[src/rtl/a1_stepper.sv]
// rtl/a1_stepper.sv - Blitter A1 pointer stepping stage (A1_SAT_EN: signed saturating step add)
// Holds A1 pointer/step/count; stepped pointers loop back through the external data mux.
module a1_stepper #(
  parameter int PTR_W = 16
) (
  input  logic             clk,
  input  logic             reset,
  input  logic [PTR_W-1:0] data_x,
  input  logic [PTR_W-1:0] data_y,
  input  logic             ld_x,
  input  logic             ld_y,
  input  logic             ld_inc,
  input  logic             ld_cnt,
  input  logic             go,
  input  logic             stall,
  output logic [PTR_W-1:0] addq_x,
  output logic [PTR_W-1:0] addq_y,
  output logic             addqsel,
  output logic [PTR_W-1:0] a1_x,
  output logic [PTR_W-1:0] a1_y,
  output logic             busy,
  output logic             done
);

  typedef enum logic [1:0] {IDLE, STEP, WB, DONE} state_t;

  state_t           state, state_next;
  logic [PTR_W-1:0] inc_x, inc_y, count;

  function automatic logic [PTR_W-1:0] add_step(input logic [PTR_W-1:0] a,
                                                input logic [PTR_W-1:0] b);
    logic [PTR_W-1:0] s;
    s = a + b;
`ifdef A1_SAT_EN
    // Overflow only when both operands share a sign that the sum does not.
    if ((a[PTR_W-1] == b[PTR_W-1]) && (s[PTR_W-1] != a[PTR_W-1]))
      s = a[PTR_W-1] ? {1'b1, {(PTR_W-1){1'b0}}} : {1'b0, {(PTR_W-1){1'b1}}};
`endif
    return s;
  endfunction

  always_ff @(posedge clk or posedge reset) begin
    if (reset) state <= IDLE;
    else       state <= state_next;
  end

  always_comb begin
    state_next = state;
    if (!stall) begin
      case (state)
        IDLE: if (go) state_next = (count == '0) ? DONE : STEP;
        STEP: state_next = WB;
        WB:   state_next = (count == PTR_W'(1)) ? DONE : STEP;
        DONE: state_next = IDLE;
        default: state_next = IDLE;
      endcase
    end
  end

  always_ff @(posedge clk or posedge reset) begin
    if (reset) begin
      a1_x    <= '0;
      a1_y    <= '0;
      addq_x  <= '0;
      addq_y  <= '0;
      inc_x   <= '0;
      inc_y   <= '0;
      count   <= '0;
      addqsel <= 1'b0;
    end else if (!stall) begin
      // Registered select so the mux sees a glitch-free control during WB.
      addqsel <= (state_next == WB);
      case (state)
        IDLE: begin
          if (ld_x)   a1_x  <= data_x;
          if (ld_y)   a1_y  <= data_y;
          if (ld_inc) begin
            inc_x <= data_x;
            inc_y <= data_y;
          end
          if (ld_cnt) count <= data_x;
        end
        STEP: begin
          addq_x <= add_step(a1_x, inc_x);
          addq_y <= add_step(a1_y, inc_y);
        end
        WB: begin
          a1_x  <= data_x;
          a1_y  <= data_y;
          count <= count - PTR_W'(1);
        end
        default: ;
      endcase
    end
  end

  assign busy = (state == STEP) || (state == WB);
  assign done = (state == DONE);

endmodule

[config.mk]
export PLATFORM = sky130hd
export DESIGN_NAME = a1_stepper
export DESIGN_NICKNAME = d
export VERILOG_FILES = /design/src/rtl/a1_stepper.sv
export SDC_FILE = /design/constraint.sdc
export NUM_CORES = 1
export LEC_CHECK = 0
export ABC_AREA = 1
export CAP_MARGIN = 10
export CELL_PAD_IN_SITES_DETAIL_PLACEMENT = 1
export CELL_PAD_IN_SITES_GLOBAL_PLACEMENT = 1
export CORE_ASPECT_RATIO = 0.8
export CORE_MARGIN = 5
export CORE_UTILIZATION = 42
export CTS_CLUSTER_DIAMETER = 120
export DETAILED_ROUTE_END_ITERATION = 10
export GPL_TIMING_DRIVEN = 0
export PLACE_DENSITY_LB_ADDON = 0.1
export SLEW_MARGIN = 20
export SYNTH_ARGS = -nofsm -noshare
export SYNTH_HDL_FRONTEND = slang
export SYNTH_SLANG_ARGS = --single-unit
[constraint.sdc]
create_clock -name clk -period 7.8 [get_ports clk]
set_clock_uncertainty 0.15 [all_clocks]
set_input_delay 1.56 -clock clk [delete_from_list [all_inputs] [get_ports clk]]
set_output_delay 1.56 -clock clk [all_outputs]
set_load 0.02 [all_outputs]
* Word-level counts from Yosys, hierarchy flattened
Cells that the tools add are included.
** Word-level totals
- Bits in registers :: 115
- Output and inout port bits :: 67
- Logic and storage cells :: 41
** Cells by class
- Add/subtract/negate cells :: 3
- Equal/unequal tests :: 8
- Mux-type cells :: 11
- Bitwise logic cells :: 1
- Reduce and logical (&&, ||, !) cells :: 9
** Operator list (number)
- 16-bit one-hot mux with 2 select lines :: 3
- 16-bit two-way mux :: 3
- 16-bit adder :: 2
- 16-bit by 1-bit == test with 1-bit output (second input constant) :: 1
- 16-bit zero test :: 1
- 16-bit by 1-bit subtractor with 16-bit output (second input constant) :: 1
- 3-bit AND reduction :: 4
- 2-bit two-way mux :: 4
- 2-bit one-hot mux with 4 select lines :: 1
- 2-bit == test (second input constant) :: 3
- 2-bit inequality test (second input constant) :: 3
- 2-bit by 1-bit == test with 1-bit output (second input constant) :: 1
- 2-bit zero test :: 1
- 2-bit AND reduction :: 1
- 2-bit nonzero test :: 1
- 1-bit logical OR :: 1
- 1-bit NOT :: 1

* Logic depth before layout (Yosys ltp)
- Depth after elaboration :: 6
- Depth in mapped cells :: 11

* Worst setup path before layout
Ideal clock, no wire load.
- Kind :: input to register
- From :: input port stall
- To :: register addq_x[3]
- Arrival time :: 2250 ps
- Slack :: 5266 ps
- Stages on the path :: 5
- Buffers on the path :: 1
- Path through :: nor2_1 -> inv_1 -> clkbuf_1 -> nand2_1 -> o21ai_0
** Between the ends
- Word-level cells in the longest chain between the ends :: 2
** Ends and longest elaborated chain
- start: declaration :: RTL line 15 : input logic stall,
- 1-bit NOT (no source line)
- 2-bit AND reduction (no source line)
- end signal: assignment :: RTL line 84 : addq_x <= add_step(a1_x, inc_x);
- end: declaration :: RTL line 16 : output logic [PTR_W-1:0] addq_x,
No other way between the ends.
A chain may end at the register's enable or synchronous reset.

* Worst setup path in the final report
- From :: register state[1]
- To :: output port busy
** Between the ends
- Word-level cells in the longest chain between the ends :: 2
- Elaborated cells on any way between the ends :: 3
- Those cells by class :: eq/ne: 2; reduce/logical: 1
** Ends and longest elaborated chain
- start: declaration :: RTL line 27 : state_t state, state_next;
- start signal: assignment :: RTL line 44 : else state <= state_next;
- 2-bit by 1-bit == test with 1-bit output / 2-bit == test (equally long branches) :: RTL line 97 : assign busy = (state == STEP) || (state == WB);
- 1-bit logical OR * :: RTL line 97
- end: declaration :: RTL line 21 : output logic busy,
Mark *: on every way between the ends. The rest lies on a longest branch, timed or not.

==> impl_metrics.py <==
metrics = {
    "detailed_routing": {
        "post_drt_wl_per_cell_um": 16.53,
        "wl_um": 20870,
        "via_per_inst": 5.025,
        "drtIter0Drc": 315,
        "drtPass1Iterations": 5,
        "ant_nets": 0,
        "drc_errors": 0,
        "num_vias": 6346,
    },
    "sta": {
        "layout_min_cycle_time_ns": 3.514,
        "period_share_pct": 45.05,
        "tightestPinTransition_ns": 0.6585,
        "finalHoldViolations": 0,
        "setup_viol": 0,
        "max_freq_mhz": 284.6,
        "fin_setup_tns_ns": 0,
        "final_max_slew_viol_count": 0,
        "slew_headroom_pct": 55.93,
        "rsz0062_at_grt": "no",
    },
    "global_route": {
        "antenna_found_initial": 0,
        "grt_pass1_wl_um": 34440,
        "grt_overflow": 0,
        "grt_max_degree": 65,
        "grt_usage_pct": 24.06,
        "grt_pass1_vias": 6539,
    },
    "synthesis": {
        "synth_flop_cell": "dfrtp_1",
        "synth_top_family_by_area": "simple AND/OR/NAND/NOR gates",
        "synth_top_area_share_pct": 43.45,
        "synthXorXnorAreaFrac_pct": 1.983,
        "synth.largest_area_cell": "dfrtp_1",
        "syn_area_per_cell_sq_um": 7.279,
        "yosys.area_share.simple_pct": 27.50,
        "synth_edf_count": 0,
        "syn_nets": 988,
        "ys_seq_elements": 115,
        "postSynth.asyncResetShare_pct": 100.0,
        "synthMuxAreaShare_pct": 0,
        "synthTopCellsByArea": "dfrtp_1 (43%), nand2_1 (19%), inv_1 (7.5%)",
        "synth.most_common_cell": "nand2_1",
        "ys_seq_area_share_pct": 43.45,
        "syn_area_sq_um": 6624,
        "synth.distinct_cells": 30,
        "yosys-top-cells-count": "nand2_1 (331), inv_1 (133), dfrtp_1 (115), o21ai_0 (96), nand3_1 (51)",
        "synth_compound_area_share_pct": 10.50,
        "synth-adder-area-share_pct": 7.405,
        "syn_inst": 910,
        "synth-warning-count": 0,
    },
    "critical_path": {
        "cp.arrival_ns": 1.80,
        "required_ns": 6.09,
        "worst-setup-path-type": "reg2out",
        "worst_setup_path_end_kind": "primary output",
        "crit_path_start_kind": "register",
        "critPathMaxFanout": 4,
    },
    "floorplan": {
        "num_rows": 41,
        "dieArea_sq_um": 18400,
        "start_util_pct": 42.34,
        "dieHeight_um": 122.3,
        "num_io_pins": 107,
        "core-area_sq_um": 15650,
        "die_w_um": 150.4,
    },
    "clock_tree": {
        "cts_resized": 0,
        "htree_levels": 4,
        "clockBufferDepth": 2,
        "path_clk_slew_ns": 0.05,
        "hold_buffers": 0,
        "cts_root_buf": "clkbuf_16",
        "cts_setup_buffers": 0,
        "cts_tree": "yes",
        "clock_sinks": 115,
        "insertion_delay_ns": 0.43,
        "tritoncts.num_buffers": 17,
    },
    "placement": {
        "dp_hpwl_um": 15700,
        "io_buffer_count": 106,
        "gp_congestion": 0.8593,
    },
    "cells_and_area": {
        "layout-drive-gt1-share_pct": 4.866,
        "fillers": 1981,
        "n_antenna_cell": 0,
        "fin_nets": 1114,
        "area_growth_pct": 30.51,
    },
    "flow_run": {
        "max-cap-violations": 0,
    },
    "power": {
        "ir_drop_mv": 0.2103,
        "p_per_area_nw_per_um2": 494.7,
        "total_power_mw": 4.276,
        "leakage_nw": 4.488,
    },
    "outcome": {
        "status": "complete, no violations",
    },
    "hold_path": {
        "holdCritPathClass": "reg2reg",
    },
}
==> worst max-delay path, cell delays in order (launching register included) <==
cell	delay [ns]
dfrtp_1	0.40
inv_1	0.10
ha_1	0.28
clkdlybuf4s50_1	0.60
==> cells in the final DEF, fill, tap and decap left out, types with 2 or more instances in the layout <==
| cell type | netlist | routed |
|---|---|---|
| nor2_1 | 46 | 46 |
| dfrtp_1 | 115 | 115 |
| nor3_1 | 6 | 6 |
| o21ai_1 | 2 | 2 |
| buf_4 | 2 | 2 |
| xnor2_1 | 11 | 11 |
| clkbuf_16 | 0 | 17 |
| fa_1 | 2 | 2 |
| buf_2 | 8 | 8 |
| nand3_1 | 51 | 51 |
| or2_2 | 3 | 3 |
| nand3b_1 | 6 | 6 |
| xor2_1 | 4 | 4 |
| o21ai_0 | 96 | 96 |
| a21oi_1 | 29 | 29 |
| inv_1 | 133 | 132 |
| clkdlybuf4s50_1 | 0 | 106 |
| clkinv_2 | 0 | 4 |
| ha_1 | 36 | 36 |
| bufinv_16 | 0 | 5 |
| nand4_1 | 4 | 4 |
| clkbuf_1 | 13 | 13 |
| o22ai_1 | 2 | 2 |
| nand2_1 | 331 | 331 |
| clkbuf_8 | 0 | 4 |
==> state kept, by name (all words and copies together), names as in the netlist <==
register  cells
a1_x         16
a1_y         16
addq_x       16
addq_y       16
count        16
inc_x        16
inc_y        16
state         2
addqsel       1
==> per-layer routing <==
layer / global-route usage (%) / part of all wire [%] / wire [um] / vias up
li1: - / - / - / 3113
met1: 34.42 / 50 / 10470 / 3088
met2: 37.27 / 44 / 9084 / 126
met3: 4.245 / 5.1 / 1063 / 19
met4: 7.543 / 1.2 / 257 / 0
met5: 0 / 0 / 0 / -
==> cell families (layout without fill, tap and decap cells) <==
group / after synthesis / after routing
AOI/OAI and AO/OA: 134 / 134
xor gates and xnor gates: 15 / 15
adders and majority gates: 38 / 38
buffers and inverters: 157 / 295
DFF: 115 / 115
and+or+nand+nor: 451 / 451
==> stage by stage <==
step	util, %	setup WS, ns	hold slack (ns)	area [sq um]	std cells
floorplan	-	3.046	0.3070	6624	910
global placement	50.84	1.206	0.3059	7954	1231
detailed placement	51.04	4.142	0.3096	7986	1232
CTS	55.25	4.255	0.3233	8645	1263
global route	55.25	4.220	0.3379	8645	1263
finish	55.25	4.286	0.3184	8645	1263
==> final cells by class <==
| class | instances | area (sq um) | area share, % |
|---|---|---|---|
| Clock buffer | 21 | 480.5 | 5.558 |
| Tap cell | 215 | 269.0 | 3.112 |
| Inverter | 134 | 508.0 | 5.876 |
| Sequential cell | 115 | 2878 | 33.29 |
| Buffer | 23 | 103.9 | 1.201 |
| Timing Repair Buffer | 107 | 1089 | 12.59 |
| Clock inverter | 10 | 177.7 | 2.055 |
| Multi-Input combinational cell | 638 | 3139 | 36.31 |
==> worst paths after layout <==
check	end	cells past startpoint	from	slack (ns)
min in group asynchronous	a1_y[7]	2	reset	1.44
max in group asynchronous	addq_x[12]	3	reset	5.38
setup / recovery	busy	3	state[1]	4.29
setup reg to reg	a1_y[2]	6	state[1]	5.46
hold reg to reg	addq_y[1]	2	addq_y[1]	0.32
hold / removal	addq_y[1]	2	addq_y[1]	0.32
==> power by group <==
| group | internal [mW] | switching [mW] |
|---|---|---|
| registers | 0.885 | 0.226 |
| logic | 0.880 | 1.40 |
| clock network | 0.596 | 0.286 |
(Power assumes the default switching activity.)
